**config.mk**
```make
export PLATFORM = sky130hd
export DESIGN_NAME = bridge_1x2_axi
export DESIGN_NICKNAME = d
export VERILOG_FILES = /design/src/rtl/bridge_1x2_axi.sv
export SDC_FILE = /design/constraint.sdc
export NUM_CORES = 1
export LEC_CHECK = 0
export BUFFER_PORTS_ARGS = -buffer_cell sky130_fd_sc_hd__buf_2
export CAP_MARGIN = 40
export CORE_AREA = 2 2 183 185
export DETAILED_ROUTE_END_ITERATION = 6
export DIE_AREA = 0 0 185 187
export SKIP_CTS_REPAIR_TIMING = 1
export SLEW_MARGIN = 30
export SYNTH_ARGS = -nofsm -noshare
export SYNTH_HDL_FRONTEND = slang
export SYNTH_SLANG_ARGS = --single-unit
```
**constraint.sdc**
```tcl
create_clock -name clk -period 2.5 [get_ports clk]
set_input_delay 0.25 -clock clk [delete_from_list [all_inputs] [get_ports clk]]
set_output_delay 0.25 -clock clk [all_outputs]
set_load 0.05 [all_outputs]
```
**src/rtl/bridge_1x2_axi.sv**
```systemverilog
// bridge_1x2_axi: address-decoding 1-to-2 AXI demux.
// Routes one AXI master port (s_*) to memory (m0_*) or confreg (m1_*).
// One outstanding read and one outstanding write, each locked to its target
// until the transaction completes. Address/data fields are broadcast to both
// slaves; only valid/ready handshakes are steered.
// Optional feature macro: BRIDGE_1X2_TIMEOUT_EN (response-silence timeout that
// fakes a terminating response to the master).
module bridge_1x2_axi #(
    parameter logic [31:0] CONF_BASE = 32'h1faf_0000,
    parameter logic [31:0] CONF_MASK = 32'hffff_0000,
    parameter int unsigned TIMEOUT   = 255
) (
    input  logic        clk,
    input  logic        resetn,
    // master read address / data
    input  logic [31:0] s_araddr,
    input  logic [3:0]  s_arlen,
    input  logic [2:0]  s_arsize,
    input  logic        s_arvalid,
    output logic        s_arready,
    output logic [31:0] s_rdata,
    output logic        s_rlast,
    output logic        s_rvalid,
    input  logic        s_rready,
    // master write address / data / response
    input  logic [31:0] s_awaddr,
    input  logic [3:0]  s_awlen,
    input  logic [2:0]  s_awsize,
    input  logic        s_awvalid,
    output logic        s_awready,
    input  logic [31:0] s_wdata,
    input  logic [3:0]  s_wstrb,
    input  logic        s_wlast,
    input  logic        s_wvalid,
    output logic        s_wready,
    output logic        s_bvalid,
    input  logic        s_bready,
    // slave 0: memory
    output logic [31:0] m0_araddr,
    output logic [3:0]  m0_arlen,
    output logic [2:0]  m0_arsize,
    output logic        m0_arvalid,
    input  logic        m0_arready,
    input  logic [31:0] m0_rdata,
    input  logic        m0_rlast,
    input  logic        m0_rvalid,
    output logic        m0_rready,
    output logic [31:0] m0_awaddr,
    output logic [3:0]  m0_awlen,
    output logic [2:0]  m0_awsize,
    output logic        m0_awvalid,
    input  logic        m0_awready,
    output logic [31:0] m0_wdata,
    output logic [3:0]  m0_wstrb,
    output logic        m0_wlast,
    output logic        m0_wvalid,
    input  logic        m0_wready,
    input  logic        m0_bvalid,
    output logic        m0_bready,
    // slave 1: confreg
    output logic [31:0] m1_araddr,
    output logic [3:0]  m1_arlen,
    output logic [2:0]  m1_arsize,
    output logic        m1_arvalid,
    input  logic        m1_arready,
    input  logic [31:0] m1_rdata,
    input  logic        m1_rlast,
    input  logic        m1_rvalid,
    output logic        m1_rready,
    output logic [31:0] m1_awaddr,
    output logic [3:0]  m1_awlen,
    output logic [2:0]  m1_awsize,
    output logic        m1_awvalid,
    input  logic        m1_awready,
    output logic [31:0] m1_wdata,
    output logic [3:0]  m1_wstrb,
    output logic        m1_wlast,
    output logic        m1_wvalid,
    input  logic        m1_wready,
    input  logic        m1_bvalid,
    output logic        m1_bready
);

`ifdef BRIDGE_1X2_TIMEOUT_EN
    typedef enum logic [1:0] {RIdle, RData, RFake} rd_state_e;
    typedef enum logic [2:0] {WIdle, WData, WResp, WFake} wr_state_e;
    localparam logic [15:0] TO_LIMIT = 16'(TIMEOUT);
`else
    typedef enum logic [0:0] {RIdle, RData} rd_state_e;
    typedef enum logic [1:0] {WIdle, WData, WResp} wr_state_e;
`endif

    rd_state_e r_rd_st, w_rd_st_next;
    wr_state_e r_wr_st, w_wr_st_next;
    logic      r_rd_sel, w_rd_sel_next;   // 1 = confreg
    logic      r_wr_sel, w_wr_sel_next;
    logic      w_ar_hit;
    logic      w_aw_hit;

    assign w_ar_hit = (s_araddr & CONF_MASK) == (CONF_BASE & CONF_MASK);
    assign w_aw_hit = (s_awaddr & CONF_MASK) == (CONF_BASE & CONF_MASK);

    // Address and write-data fields go to both slaves; valid gates them.
    assign m0_araddr = s_araddr;
    assign m0_arlen  = s_arlen;
    assign m0_arsize = s_arsize;
    assign m1_araddr = s_araddr;
    assign m1_arlen  = s_arlen;
    assign m1_arsize = s_arsize;
    assign m0_awaddr = s_awaddr;
    assign m0_awlen  = s_awlen;
    assign m0_awsize = s_awsize;
    assign m1_awaddr = s_awaddr;
    assign m1_awlen  = s_awlen;
    assign m1_awsize = s_awsize;
    assign m0_wdata  = s_wdata;
    assign m0_wstrb  = s_wstrb;
    assign m0_wlast  = s_wlast;
    assign m1_wdata  = s_wdata;
    assign m1_wstrb  = s_wstrb;
    assign m1_wlast  = s_wlast;

`ifdef BRIDGE_1X2_TIMEOUT_EN
    logic [15:0] r_rd_cnt;
    logic [15:0] r_wr_cnt;
    logic        w_rd_beat;
    logic        w_wr_beat;

    assign w_rd_beat = r_rd_sel ? m1_rvalid : m0_rvalid;
    assign w_wr_beat = r_wr_sel ? m1_bvalid : m0_bvalid;

    // Response-silence counters: cleared outside the waiting state or on any beat.
    always_ff @(posedge clk or negedge resetn) begin
        if (!resetn) begin
            r_rd_cnt <= 16'd0;
            r_wr_cnt <= 16'd0;
        end else begin
            if (r_rd_st != RData || w_rd_beat) begin
                r_rd_cnt <= 16'd0;
            end else if (r_rd_cnt != TO_LIMIT) begin
                r_rd_cnt <= r_rd_cnt + 16'd1;
            end
            if (r_wr_st != WResp || w_wr_beat) begin
                r_wr_cnt <= 16'd0;
            end else if (r_wr_cnt != TO_LIMIT) begin
                r_wr_cnt <= r_wr_cnt + 16'd1;
            end
        end
    end
`else
    logic w_unused_timeout;
    assign w_unused_timeout = ^TIMEOUT;
`endif

    // State and target-lock registers for both channels.
    always_ff @(posedge clk or negedge resetn) begin
        if (!resetn) begin
            r_rd_st  <= RIdle;
            r_wr_st  <= WIdle;
            r_rd_sel <= 1'b0;
            r_wr_sel <= 1'b0;
        end else begin
            r_rd_st  <= w_rd_st_next;
            r_wr_st  <= w_wr_st_next;
            r_rd_sel <= w_rd_sel_next;
            r_wr_sel <= w_wr_sel_next;
        end
    end

    // Read channel: steer AR by decode while idle, then R from the locked target.
    always_comb begin
        w_rd_st_next  = r_rd_st;
        w_rd_sel_next = r_rd_sel;
        m0_arvalid    = 1'b0;
        m1_arvalid    = 1'b0;
        s_arready     = 1'b0;
        m0_rready     = 1'b0;
        m1_rready     = 1'b0;
        s_rvalid      = 1'b0;
        s_rdata       = r_rd_sel ? m1_rdata : m0_rdata;
        s_rlast       = r_rd_sel ? m1_rlast : m0_rlast;
        case (r_rd_st)
            RIdle: begin
                // Combinational path is gated so reset forces handshakes low.
                if (resetn) begin
                    if (w_ar_hit) begin
                        m1_arvalid = s_arvalid;
                        s_arready  = m1_arready;
                    end else begin
                        m0_arvalid = s_arvalid;
                        s_arready  = m0_arready;
                    end
                    if (s_arvalid && s_arready) begin
                        w_rd_st_next  = RData;
                        w_rd_sel_next = w_ar_hit;
                    end
                end
            end
            RData: begin
                s_rvalid = r_rd_sel ? m1_rvalid : m0_rvalid;
                if (r_rd_sel) begin
                    m1_rready = s_rready;
                end else begin
                    m0_rready = s_rready;
                end
                if (s_rvalid && s_rready && s_rlast) begin
                    w_rd_st_next = RIdle;
                end
`ifdef BRIDGE_1X2_TIMEOUT_EN
                else if (r_rd_cnt == TO_LIMIT) begin
                    w_rd_st_next = RFake;
                end
`endif
            end
`ifdef BRIDGE_1X2_TIMEOUT_EN
            RFake: begin
                // Slave went silent: terminate the burst toward the master.
                s_rvalid = 1'b1;
                s_rlast  = 1'b1;
                s_rdata  = 32'h0;
                if (s_rready) begin
                    w_rd_st_next = RIdle;
                end
            end
`endif
            default: w_rd_st_next = RIdle;
        endcase
    end

    // Write channel: AW steered while idle, then W and B to the locked target.
    always_comb begin
        w_wr_st_next  = r_wr_st;
        w_wr_sel_next = r_wr_sel;
        m0_awvalid    = 1'b0;
        m1_awvalid    = 1'b0;
        s_awready     = 1'b0;
        m0_wvalid     = 1'b0;
        m1_wvalid     = 1'b0;
        s_wready      = 1'b0;
        m0_bready     = 1'b0;
        m1_bready     = 1'b0;
        s_bvalid      = 1'b0;
        case (r_wr_st)
            WIdle: begin
                // W is held off here until the address is accepted.
                if (resetn) begin
                    if (w_aw_hit) begin
                        m1_awvalid = s_awvalid;
                        s_awready  = m1_awready;
                    end else begin
                        m0_awvalid = s_awvalid;
                        s_awready  = m0_awready;
                    end
                    if (s_awvalid && s_awready) begin
                        w_wr_st_next  = WData;
                        w_wr_sel_next = w_aw_hit;
                    end
                end
            end
            WData: begin
                if (r_wr_sel) begin
                    m1_wvalid = s_wvalid;
                    s_wready  = m1_wready;
                end else begin
                    m0_wvalid = s_wvalid;
                    s_wready  = m0_wready;
                end
                if (s_wvalid && s_wready && s_wlast) begin
                    w_wr_st_next = WResp;
                end
            end
            WResp: begin
                s_bvalid = r_wr_sel ? m1_bvalid : m0_bvalid;
                if (r_wr_sel) begin
                    m1_bready = s_bready;
                end else begin
                    m0_bready = s_bready;
                end
                if (s_bvalid && s_bready) begin
                    w_wr_st_next = WIdle;
                end
`ifdef BRIDGE_1X2_TIMEOUT_EN
                else if (r_wr_cnt == TO_LIMIT) begin
                    w_wr_st_next = WFake;
                end
`endif
            end
`ifdef BRIDGE_1X2_TIMEOUT_EN
            WFake: begin
                s_bvalid = 1'b1;
                if (s_bready) begin
                    w_wr_st_next = WIdle;
                end
            end
`endif
            default: w_wr_st_next = WIdle;
        endcase
    end

endmodule

```
# == After elaboration in Yosys (flattened, before gate mapping) ==
# Cells that the tools add are included.
# classes
eq_ne,8
muxes,52
n_bitwise,1
n_reduce_logical,11
# op_table
op,n
$mux W1,45
$eq A16 B13 Y1 const B,2
$mux W32,1
$mux W2,4
$ne A2 B2 Y1 const B,4
$logic_and A1 B1 Y1,7
$pmux W2 S3,1
$reduce_and A3 Y1,2
$reduce_and A4 Y1,1
$eq A2 B1 Y1 const B,1
$eq A2 B2 Y1 const B,1
$logic_not A2 Y1,1
$pmux W1 S2,1
$not A1 Y1,1
# word_totals
ff_bits,5
in_bits,198
elab_cells,76

# == Logic depth before layout (Yosys ltp) ==
# Gate-level depths: netlist of the first run.
# logic_depth
depth_word,8
depth_mapped,5

# == Worst setup path after synthesis of the first run ==
# No wires, ideal clock.
# synth_path
path_kind,input to output
startpoint,input port s_araddr[31]
endpoint,output port s_arready
t_arrival_ns,1.608
required_time_ns,2.250
setup_slack_ns,0.642
path_stages,4
path_cell_list,nand4bb_4 -> nor4_4 -> mux2i_1 -> nor3b_2
# synth_between
elab_chain_cells,6
# synth_lines
item,line,text
from (decl),16,"input logic [31:0] s_araddr,"
$eq A16 B13 Y1,100,assign w_ar_hit = (s_araddr & CONF_MASK) == (CONF_BASE & CONF_MASK);
$mux W1,186,if (w_ar_hit) begin
$mux W1,185,if (resetn) begin
$mux W1,182,case (r_rd_st)
$mux W1,185,
$mux W1,182,
to (decl),20,"output logic s_arready,"
# Every way passes these cells. The select of a mux whose other input is x is not followed.

# == Final worst setup path of the first run ==
# layout_path
startpoint,input port s_awaddr[20]
endpoint,output port s_awready
# layout_between
elab_chain_cells,6
# layout_lines
item,line,text
from (decl),26,"input logic [31:0] s_awaddr,"
$eq A16 B13 Y1,101,assign w_aw_hit = (s_awaddr & CONF_MASK) == (CONF_BASE & CONF_MASK);
$mux W1,247,if (w_aw_hit) begin
$mux W1,246,if (resetn) begin
$mux W1,243,case (r_wr_st)
$mux W1,246,
$mux W1,243,
to (decl),30,"output logic s_awready,"
# Every way passes these cells. The select of a mux whose other input is x is not followed.

==> results.md, run 1 <==
* Area contributors post-synth: buf_4, mux2_2, dfrtp_1, mux2i_1, nor2_1
* F_max at 472 MHz
* Root Buffer: clkbuf_16
* CP endpoint kind: primary output
* Largest stage delay, worst path at 0.39 ns
* Routed WL at 8970 um
* WHS at 0.300 ns
* Later-pin clock latency in the skew report at 0.24 ns
* Post-synthesis sequential area ratio at 4.70%
* Row count at 67
* Final cycle utilization of the critical path at 84.8%
* Final hold viol count at 0
* Worst setup endpoint: s_awready
* Final #Nets at 530
* Worst EP required at 2.25 ns
* Slew HR at 68.4%
* Reg2Reg Depth at 5
* Router iterations before antenna repair at 4
* Register bit total from synthesis at 5
* Initial antenna violation count at 3
* Worst-Margin Slew at 0.474 ns
* Syn_area_per_cell at 8.04 um2
* Status: finished, final reports clean
* Setup violations, final at 0
* Top-count cell post-synth: buf_4
* Clock Pin Slew Worst Setup and Hold Paths at 0.03 ns
* IO buf count at 229
* Hold/Removal Path Class: primary input to register
* Core area at 32,900 um2
* Crit path time final at 2.12 ns
* Max clock buf depth at 2
* Commonest cells in the netlist: buf_4, mux2_2, nor2_1
* Routability-driven placement congestion ratio at 0.716
* Final total negative setup slack at 0 ns
* DRC violations left at 0
* Fin. max-slew vios at 0
* Via Count at 1,937
* Setup crit start: s_awaddr[20]
* Hpwl dp at 7970 um
* Syn Nets at 529
* Area grow syn2layout at 2.30%
* Worst r2r src: r_rd_sel
* PD cells at 420 nW/um2
* Total grt overflow at 0
* Sink Count at 5
* Area leader, netlist: buf_4
* Setup CP Type: primary input to primary output
* Drt wl/cell at 11.5 um
* Worst vdd ir at 0.117 mV
* Mapped Cells at 331
* Num CTS Buffers at 3
* Number of library cell types mapped by synthesis at 31
* DIE AREA at 34,600 um2
* Max-Cap Viols at 0
* Starting Density at 8.10%
* Largest net degree at the start of global routing at 39
* Total GRT Usage at 4.59%
* Initial DRC Count at 35
* Async S/R FF share, synth at 100%
* RSZ-0062 raised after global routing: false
* Number of synthesized flops with an enable pin at 0
* RR Endpoint: r_rd_st
* Post-DRT Antenna Nets at 0
* Mapped cell area at 2660 um2
* Leakage at 1.33 nW
* Worst Path Arrival at 1.87 ns
* Core Util, Final at 8.29%
* Top_reg_cell synth: dfrtp_1
* IO Pins at 476
* Htree depth at 1
* Die Height at 187 um
* Layout cell share with drive strength beyond 1 at 81.9%
* Worst setup SP type: primary input
* CTS tree: yes
* Vias per cell at 2.48
* First-pass GRT wire length at 11,000 um
* Vias in the first global route at 1,778
* Clock skew at 0.000176 ns
* Crit-path most repeated cell: buf_2
* Synth warn at 0
* DP Area at 2630 um2
* Die Wd at 185 um
* Share of the synthesized area in the top cell type at 64.9%
* Crit path cell chain: buf_2 -> nor4bb_2 -> nand4_1 -> mux2i_1 -> and3b_1 -> buf_2
* Worst R2R Setup Slack at 0.95 ns
* CP max-delay cell: mux2i_1
* Final Instance Area at 2720 um2
* Crit path max fanout at 4
logic make-up after synthesis:
family,after synthesis,synth area share (%)
AOI/OAI and AO/OA,9,1.88
DFF,5,4.70
and+or+nand+nor,42,11.5
muxes,38,15.9
buffers and inverters,237,66.1
layout make-up:
| type | count | area [um2] |
|---|---|---|
| multi-input cells | 89 | 785 |
| repair buffers | 231 | 1160 |
| inverters | 2 | 7.51 |
| flip-flops and latches | 5 | 125 |
| clock buffers | 4 | 78.8 |
| well taps | 448 | 561 |
| fillers | 3874 | 30100 |
| diodes | 1 | 2.50 |
where the power goes:
part	internal [mW]	switching, mW
clock	0.213	0.0754
sequential	0.0965	0.0239
combinational	0.197	0.539
cell usage in the layout, fill, tap and decap left out, types with 2 or more instances in the layout:
cell       instances
a21oi_1            2
and2_1             2
and3_1             3
and3b_1            2
buf_2            229
clkbuf_16          3
dfrtp_1            5
inv_1              2
mux2_2            33
mux2i_1            4
nand2_1            7
nand3_1            2
nand4_1            2
nor2_1             9
nor2b_1            4
o21ai_0            4
worst min-delay path by stage:
stage / from / endpoint / cells past startpoint
2_1_floorplan: resetn / r_rd_sel / 0
3_3_place_gp: resetn / r_wr_st[1] / 1
3_5_place_dp: resetn / r_wr_st[1] / 1
4_1_cts: resetn / r_wr_st[1] / 1
5_1_grt: m1_arready / r_rd_sel / 3
6_report: m1_arready / r_rd_sel / 3
flip-flops by register name (all words and copies together) (netlist names):
name      count
r_rd_sel      1
r_rd_st       1
r_wr_sel      1
r_wr_st       2
stage by stage:
step	total power [mW]	setup WS, ns	std cells
2_1_floorplan	1.40	0.642	331
3_3_place_gp	0.855	0.136	774
3_5_place_dp	0.862	0.0688	774
4_1_cts	1.17	0.0739	778
5_1_grt	1.20	0.155	779
6_report	1.14	0.380	780
worst max-delay path: cells and delay by family:
family | cells | cell delay, ns
buffers and inverters | 2 | 0.32
multiplexers | 1 | 0.39
AND/OR/NAND/NOR | 3 | 0.91
per-layer routing:
metal | vias up | GRT usage, % | share of wire (%)
li1 | 843 | - | -
met3 | 79 | 2.65 | 17
met4 | 2 | 5.71 | 10
met1 | 778 | 3.30 | 28
met5 | - | 0 | 0.15
met2 | 235 | 7.53 | 44
No activity file was read; power rests on OpenSTA's default activity.
==> run 2: changes to the inputs <==
--- a/config.mk
+++ b/config.mk
@@ -7,9 +7,9 @@
 export LEC_CHECK = 0
 export BUFFER_PORTS_ARGS = -buffer_cell sky130_fd_sc_hd__buf_2
 export CAP_MARGIN = 40
-export CORE_AREA = 2 2 183 185
+export CORE_AREA = 2 2 184 186
 export DETAILED_ROUTE_END_ITERATION = 6
-export DIE_AREA = 0 0 185 187
+export DIE_AREA = 0 0 186 188
 export SKIP_CTS_REPAIR_TIMING = 1
 export SLEW_MARGIN = 30
 export SYNTH_ARGS = -nofsm -noshare
==> constraint.sdc (replaced) <==
create_clock -name clk -period 1.95 [get_ports clk]
set_input_delay 0.195 -clock clk [delete_from_list [all_inputs] [get_ports clk]]
set_output_delay 0.195 -clock clk [all_outputs]
set_load 0.05 [all_outputs]
==> results.md, run 2 (synthesis gave the netlist of run 1 again) <==
* Initial antenna violation count at 1 (-2)
* Layout cell share with drive strength beyond 1 at 82.3% (+0.46 points)
* Initial DRC Count at 52 (+49%)
* Starting Density at 8.04% (-0.062 points)
* Routed WL at 9610 um (+7.2%)
* Setup CP Type: register to primary output
* Num CTS Buffers at 3 (unchanged)
* CP endpoint kind: primary output
* Inst Count DP at 777 (+0.39%)
* Setup violations, final at 0 (unchanged)
* F_max at 546 MHz
* Final cell count without fillers at 782 (+0.26%)
* Slew HR at 72.3% (+4.0 points)
* Die Height at 188 um (+0.53%)
* IO Pins at 476 (unchanged)
* Worst Path Arrival at 1.64 ns (-0.23 ns)
* Die Wd at 186 um (+0.54%)
* CTS tree: yes
* PD cells at 545 nW/um2 (+30%)
* DIE AREA at 35,000 um2 (+1.1%)
* Crit path max fanout at 26 (+22)
* Worst setup SP type: register
* Row count at 67 (unchanged)
* Hold/Removal Path Class: primary input to register
* First-pass GRT wire length at 11,500 um (+4.2%)
* Core Util, Final at 8.34% (+0.054 points)
* Status: finished, final reports clean
* Final #Nets at 533 (+0.57%)
* Hpwl dp at 8510 um (+6.8%)
* Worst-Margin Slew at 0.413 ns (-0.0606 ns)
* Total grt overflow at 0 (unchanged)
* Crit path setup slack, layout at 0.120 ns (-0.261 ns)
* DRC violations left at 0 (unchanged)
* Router iterations before antenna repair at 4 (unchanged)
* Crit path time final at 1.83 ns
* Commonest non-fill, non-tap cell in the layout: buf_2
* Drt wl/cell at 12.3 um (+6.9%)
* Final cycle utilization of the critical path at 93.9%
* Commonest non-fill, non-tap cells in the layout: buf_2, mux2_2, nor2_1
* # diodes at 0 (-1)
* Sink Count at 5 (unchanged)
* Core area at 33,100 um2 (+0.77%)
* Worst vdd ir at 0.167 mV (+43%)
* Clock skew at 0.000179 ns (+0.00000250 ns)
* Total GRT Usage at 4.82% (+0.23 points)
* Leakage at 1.35 nW (+1.5%)
* Post-Place Setup Slack at -0.0825 ns (-0.151 ns)
* Reg with most FFs: r_wr_st
* Post-DRT Antenna Nets at 0 (unchanged)
* Root Buffer: clkbuf_16
* Final hold viol count at 0 (unchanged)
* Worst EP required at 1.75 ns (-0.50 ns)
* DP Area at 2660 um2 (+1.3%)
* Via Count at 1,963 (+1.3%)
* Htree depth at 1 (unchanged)
* Max clock buf depth at 2 (unchanged)
* Clock Pin Slew Worst Setup and Hold Paths at 0.04 ns (about the same)
* Later-pin clock latency in the skew report at 0.24 ns (about the same)
* Vias in the first global route at 1,856 (+4.4%)
* RSZ-0062 raised after global routing: false
* Routability-driven placement congestion ratio at 0.728 (+1.7%)
* Area grow syn2layout at 3.76%
* Max-Cap Viols at 0 (unchanged)
* Max reg flops at 2 (unchanged)
* Vias per cell at 2.51 (+1.1%)
* IO buf count at 229 (unchanged)
* Final Instance Area at 2760 um2 (+1.4%)
* Fin. max-slew vios at 0 (unchanged)
* Largest net degree at the start of global routing at 27 (-31%)
* Layout fillers at 3,878 (+0.10%)
run 2: metal layers:
layer | vias up | track usage, % | part of all wire, %
met5 | - | 0 | 0
met4 | 0 | 5.27 | 9.1
met3 | 79 | 2.33 | 15
met2 | 243 | 8.28 | 46
met1 | 798 | 3.71 | 29
li1 | 843 | - | -
run 2: per-stage QoR:
step	power, mW	TNS, ns	hold WS, ns
after floorplan	1.79	0	-0.101
after global placement	1.12	-0.0389	0.123
after detailed placement	1.13	-0.107	0.128
after CTS	1.53	-0.661	-0.141
after global routing	1.58	0	0.262
final	1.51	0	0.246
run 2: cell type report:
class / instances / area (um2) / share of cell area, %
inverter: 2 / 7.51 / 0.272
tap: 448 / 561 / 20.3
clock buffer: 4 / 78.8 / 2.85
sequential: 5 / 125 / 4.53
timing repair buffer: 234 / 1200 / 43.4
multi-input combinational: 89 / 791 / 28.6
run 2: where the power goes:
| part | internal [mW] | leakage (nW) | total, mW | switching [mW] |
|---|---|---|---|---|
| logic | 0.262 | 1.25 | 0.975 | 0.713 |
| registers | 0.124 | 0.0664 | 0.161 | 0.0371 |
| clock network | 0.274 | 0.0382 | 0.369 | 0.0953 |
| total | 0.659 | 1.35 | 1.51 | 0.846 |
run 2: final timing paths:
| path | start | to | slack [ns] | cells past startpoint |
|---|---|---|---|---|
| worst min-delay path | m1_arready | r_rd_sel | 0.25 | 3 |
| worst max register to register | r_rd_sel | r_rd_st | 0.53 | 5 |
| min in group asynchronous | resetn | r_wr_sel | 0.57 | 2 |
| worst min register to register | r_wr_st[0] | r_wr_st[1] | 0.59 | 1 |
| worst max-delay path | r_rd_sel | s_rdata[26] | 0.12 | 4 |
| max in group asynchronous | resetn | r_rd_sel | 1.08 | 2 |
run 2: critical path, stage by stage, from the launching register on:
cell	delay (ns)
dfrtp_1	0.36
buf_12	0.18
buf_4	0.24
mux2_2	0.37
buf_2	0.22
==> run 3: changes to the inputs <==
--- a/config.mk
+++ b/config.mk
@@ -10,6 +10,7 @@
 export CORE_AREA = 2 2 184 186
 export DETAILED_ROUTE_END_ITERATION = 6
 export DIE_AREA = 0 0 186 188
+export SETUP_SLACK_MARGIN = 0.4
 export SKIP_CTS_REPAIR_TIMING = 1
 export SLEW_MARGIN = 30
 export SYNTH_ARGS = -nofsm -noshare
==> results.md, run 3 (synthesis gave the netlist of run 1 again) <==
* Routability-driven placement congestion ratio at 0.675 (-7.3%)
* Worst r2r src: r_rd_sel
* Htree depth at 1 (unchanged)
* IO Pins at 476 (unchanged)
* Drt wl/cell at 14.1 um (+15%)
* RR Endpoint: r_rd_st
* Reg with most FFs: r_wr_st
* Worst R2R Setup Slack at 0.44 ns (-0.09 ns)
* Hold/Removal Path Class: primary input to register
* Worst setup SP type: register
* Switching share of power at 52.8% (-3.4 points)
* Initial DRC Count at 92 (+77%)
* Fin. max-slew vios at 0 (unchanged)
* Hold EP: r_rd_sel
* Final hold viol count at 0 (unchanged)
* Row count at 67 (unchanged)
* Final cell count without fillers at 794 (+1.5%)
* Root Buffer: clkbuf_16
* Final #Nets at 545 (+2.3%)
* DIE AREA at 35,000 um2 (unchanged)
* Largest net degree at the start of global routing at 27 (unchanged)
* Clock share of power at 21.5% (-3.0 points)
* Total grt overflow at 0 (unchanged)
* Routed WL at 11,200 um (+16%)
* Worst EP required at 1.75 ns (about the same)
* Multi-input logic area at 907 um2 (+15%)
* Clock skew at 0.000497 ns (+0.000318 ns)
* DRC violations left at 0 (unchanged)
* Die Height at 188 um (unchanged)
* IO buf count at 229 (unchanged)
* CP endpoint kind: primary output
* Max clock buf depth at 2 (unchanged)
* Largest stage delay, worst path at 0.49 ns (+0.12 ns)
* Commonest non-fill, non-tap cells in the layout: buf_2, buf_6, mux2_2
* Leakage at 1.56 nW (+16%)
* Via Count at 2,044 (+4.1%)
* Vias per cell at 2.57 (+2.6%)
* Core area at 33,100 um2 (unchanged)
* Reg2Reg Depth at 6 (+1)
* Net switching power figure at 0.887 mW (+4.9%)
* Crit path max fanout at 7 (-73%)
* Worst Path Buf+Inv at 3 (unchanged)
* Setup violations, final at 0 (unchanged)
* F_max at 597 MHz (+9.3%)
* Initial antenna violation count at 0 (-1)
* Crit path cell chain: buf_8 -> buf_12 -> mux2_2 -> buf_6
* Max-Cap Viols at 0 (unchanged)
* Clock Pin Slew Worst Setup and Hold Paths at 0.03 ns (about the same)
* Setup CP Type: register to primary output
* Hpwl dp at 9130 um (+7.3%)
* Slew HR at 71.7% (-0.66 points)
* RSZ-0062 raised after global routing: true
* Hold path depth at 3 (unchanged)
* Status: finished, final reports clean
* Final total negative setup slack at 0 ns (unchanged)
* Commonest non-fill, non-tap cell in the layout: buf_2
* Final cycle utilization of the critical path at 85.9% (-8.0 points)
* Crit path max-delay family: flip-flops
* Post-DRT Antenna Nets at 0 (unchanged)
* # diodes at 0 (unchanged)
* Layout fillers at 3,794 (-2.2%)
* Vias in the first global route at 1,887 (+1.7%)
* Layout cell share with drive strength beyond 1 at 89.0% (+6.7 points)
* Hold Path Origin: m1_arready
* Inst Count DP at 777 (unchanged)
* Max reg flops at 2 (unchanged)
* Starting Density at 8.04% (unchanged)
* First-pass GRT wire length at 12,100 um (+5.5%)
* Total GRT Usage at 5.08% (+0.26 points)
* PD cells at 497 nW/um2 (-8.7%)
* Crit path time final at 1.68 ns (-0.155 ns)
* Later-pin clock latency in the skew report at 0.24 ns (about the same)
* Num CTS Buffers at 3 (unchanged)
* Router iterations before antenna repair at 4 (unchanged)
* Worst vdd ir at 0.168 mV (+0.20%)
* Die Wd at 186 um (unchanged)
* Register share of total power at 10.1% (-0.6 points)
* Area grow syn2layout at 26.9%
* CP max-delay cell: dfrtp_4
* Combinational Power Share at 68.4% (+3.6 points)
* Worst Path Arrival at 1.48 ns (-0.16 ns)
* Worst-Margin Slew at 0.423 ns (+0.00986 ns)
* Storage cell area at 134 um2 (+7.0%)
* Int Pwr at 0.793 mW (+20%)
* CTS tree: yes
* Sink Count at 5 (unchanged)
## run 3: changes by cell type in the layout (fill, tap and decap cells not counted), moves of 5 or more
cell      before  now
buf_4          3    8
clkbuf_4       0    5
buf_8          0    7
buf_6          0   44
buf_2        229  177
dfrtp_1        5    0
## run 3: area by class of cell
class                      instances  share of cell area (%)
timing repair buffer             246                    50.0
clock buffer                       4                    2.33
multi-input combinational         89                    26.9
sequential                         5                    3.96
inverter                           2                   0.222
tap                              448                    16.6
## run 3: worst max-delay path by stage
stage	from	endpoint	slack, ns	cells after the start
floorplan	s_araddr[31]	s_arready	0.36	4
global placement	s_awaddr[29]	s_awready	0.1	6
detailed placement	s_awaddr[29]	s_awready	0.13	6
CTS	s_awaddr[29]	s_awready	0.13	6
global route	r_rd_sel	s_rlast	0.24	4
finish	r_rd_sel	s_rlast	0.27	4
## run 3: per-layer routing
metal  track usage, %  up-vias  wire [um]  share of wire [%]
li1                 -      873          -                  -
met1             4.05      854       3270                 29
met2             8.55      252       5550                 50
met3             3.40       65       1670                 15
met4             4.06        0        678                6.1
met5                0        -          0                  0
## run 3: worst min-delay path, cell delays in order
cell and delay, ns:
buf_2 0.11, a21oi_1 0.06, nor2_1 0.08
## run 3: power groups by stage
stage | clock, mW | sequential, mW | combinational, mW
floorplan | 0 | 0.145 | 1.66
detailed placement | 0 | 0.166 | 0.968
global route | 0.379 | 0.174 | 1.21
global placement | 0 | 0.166 | 0.959
finish | 0.361 | 0.170 | 1.15
CTS | 0.377 | 0.165 | 0.970
## run 3: through the flow
stage	hold slack (ns)	power [mW]	instance area, um2	util (%)	setup slack, ns
after floorplan	-0.101	1.80	2680	-	0.357
after global placement	0.115	1.13	2680	8.09	0.0989
after detailed placement	0.117	1.13	2680	8.09	0.130
after CTS	-0.139	1.51	2760	8.33	0.130
after global routing	0.281	1.76	3380	10.2	0.239
final	0.265	1.68	3380	10.2	0.275
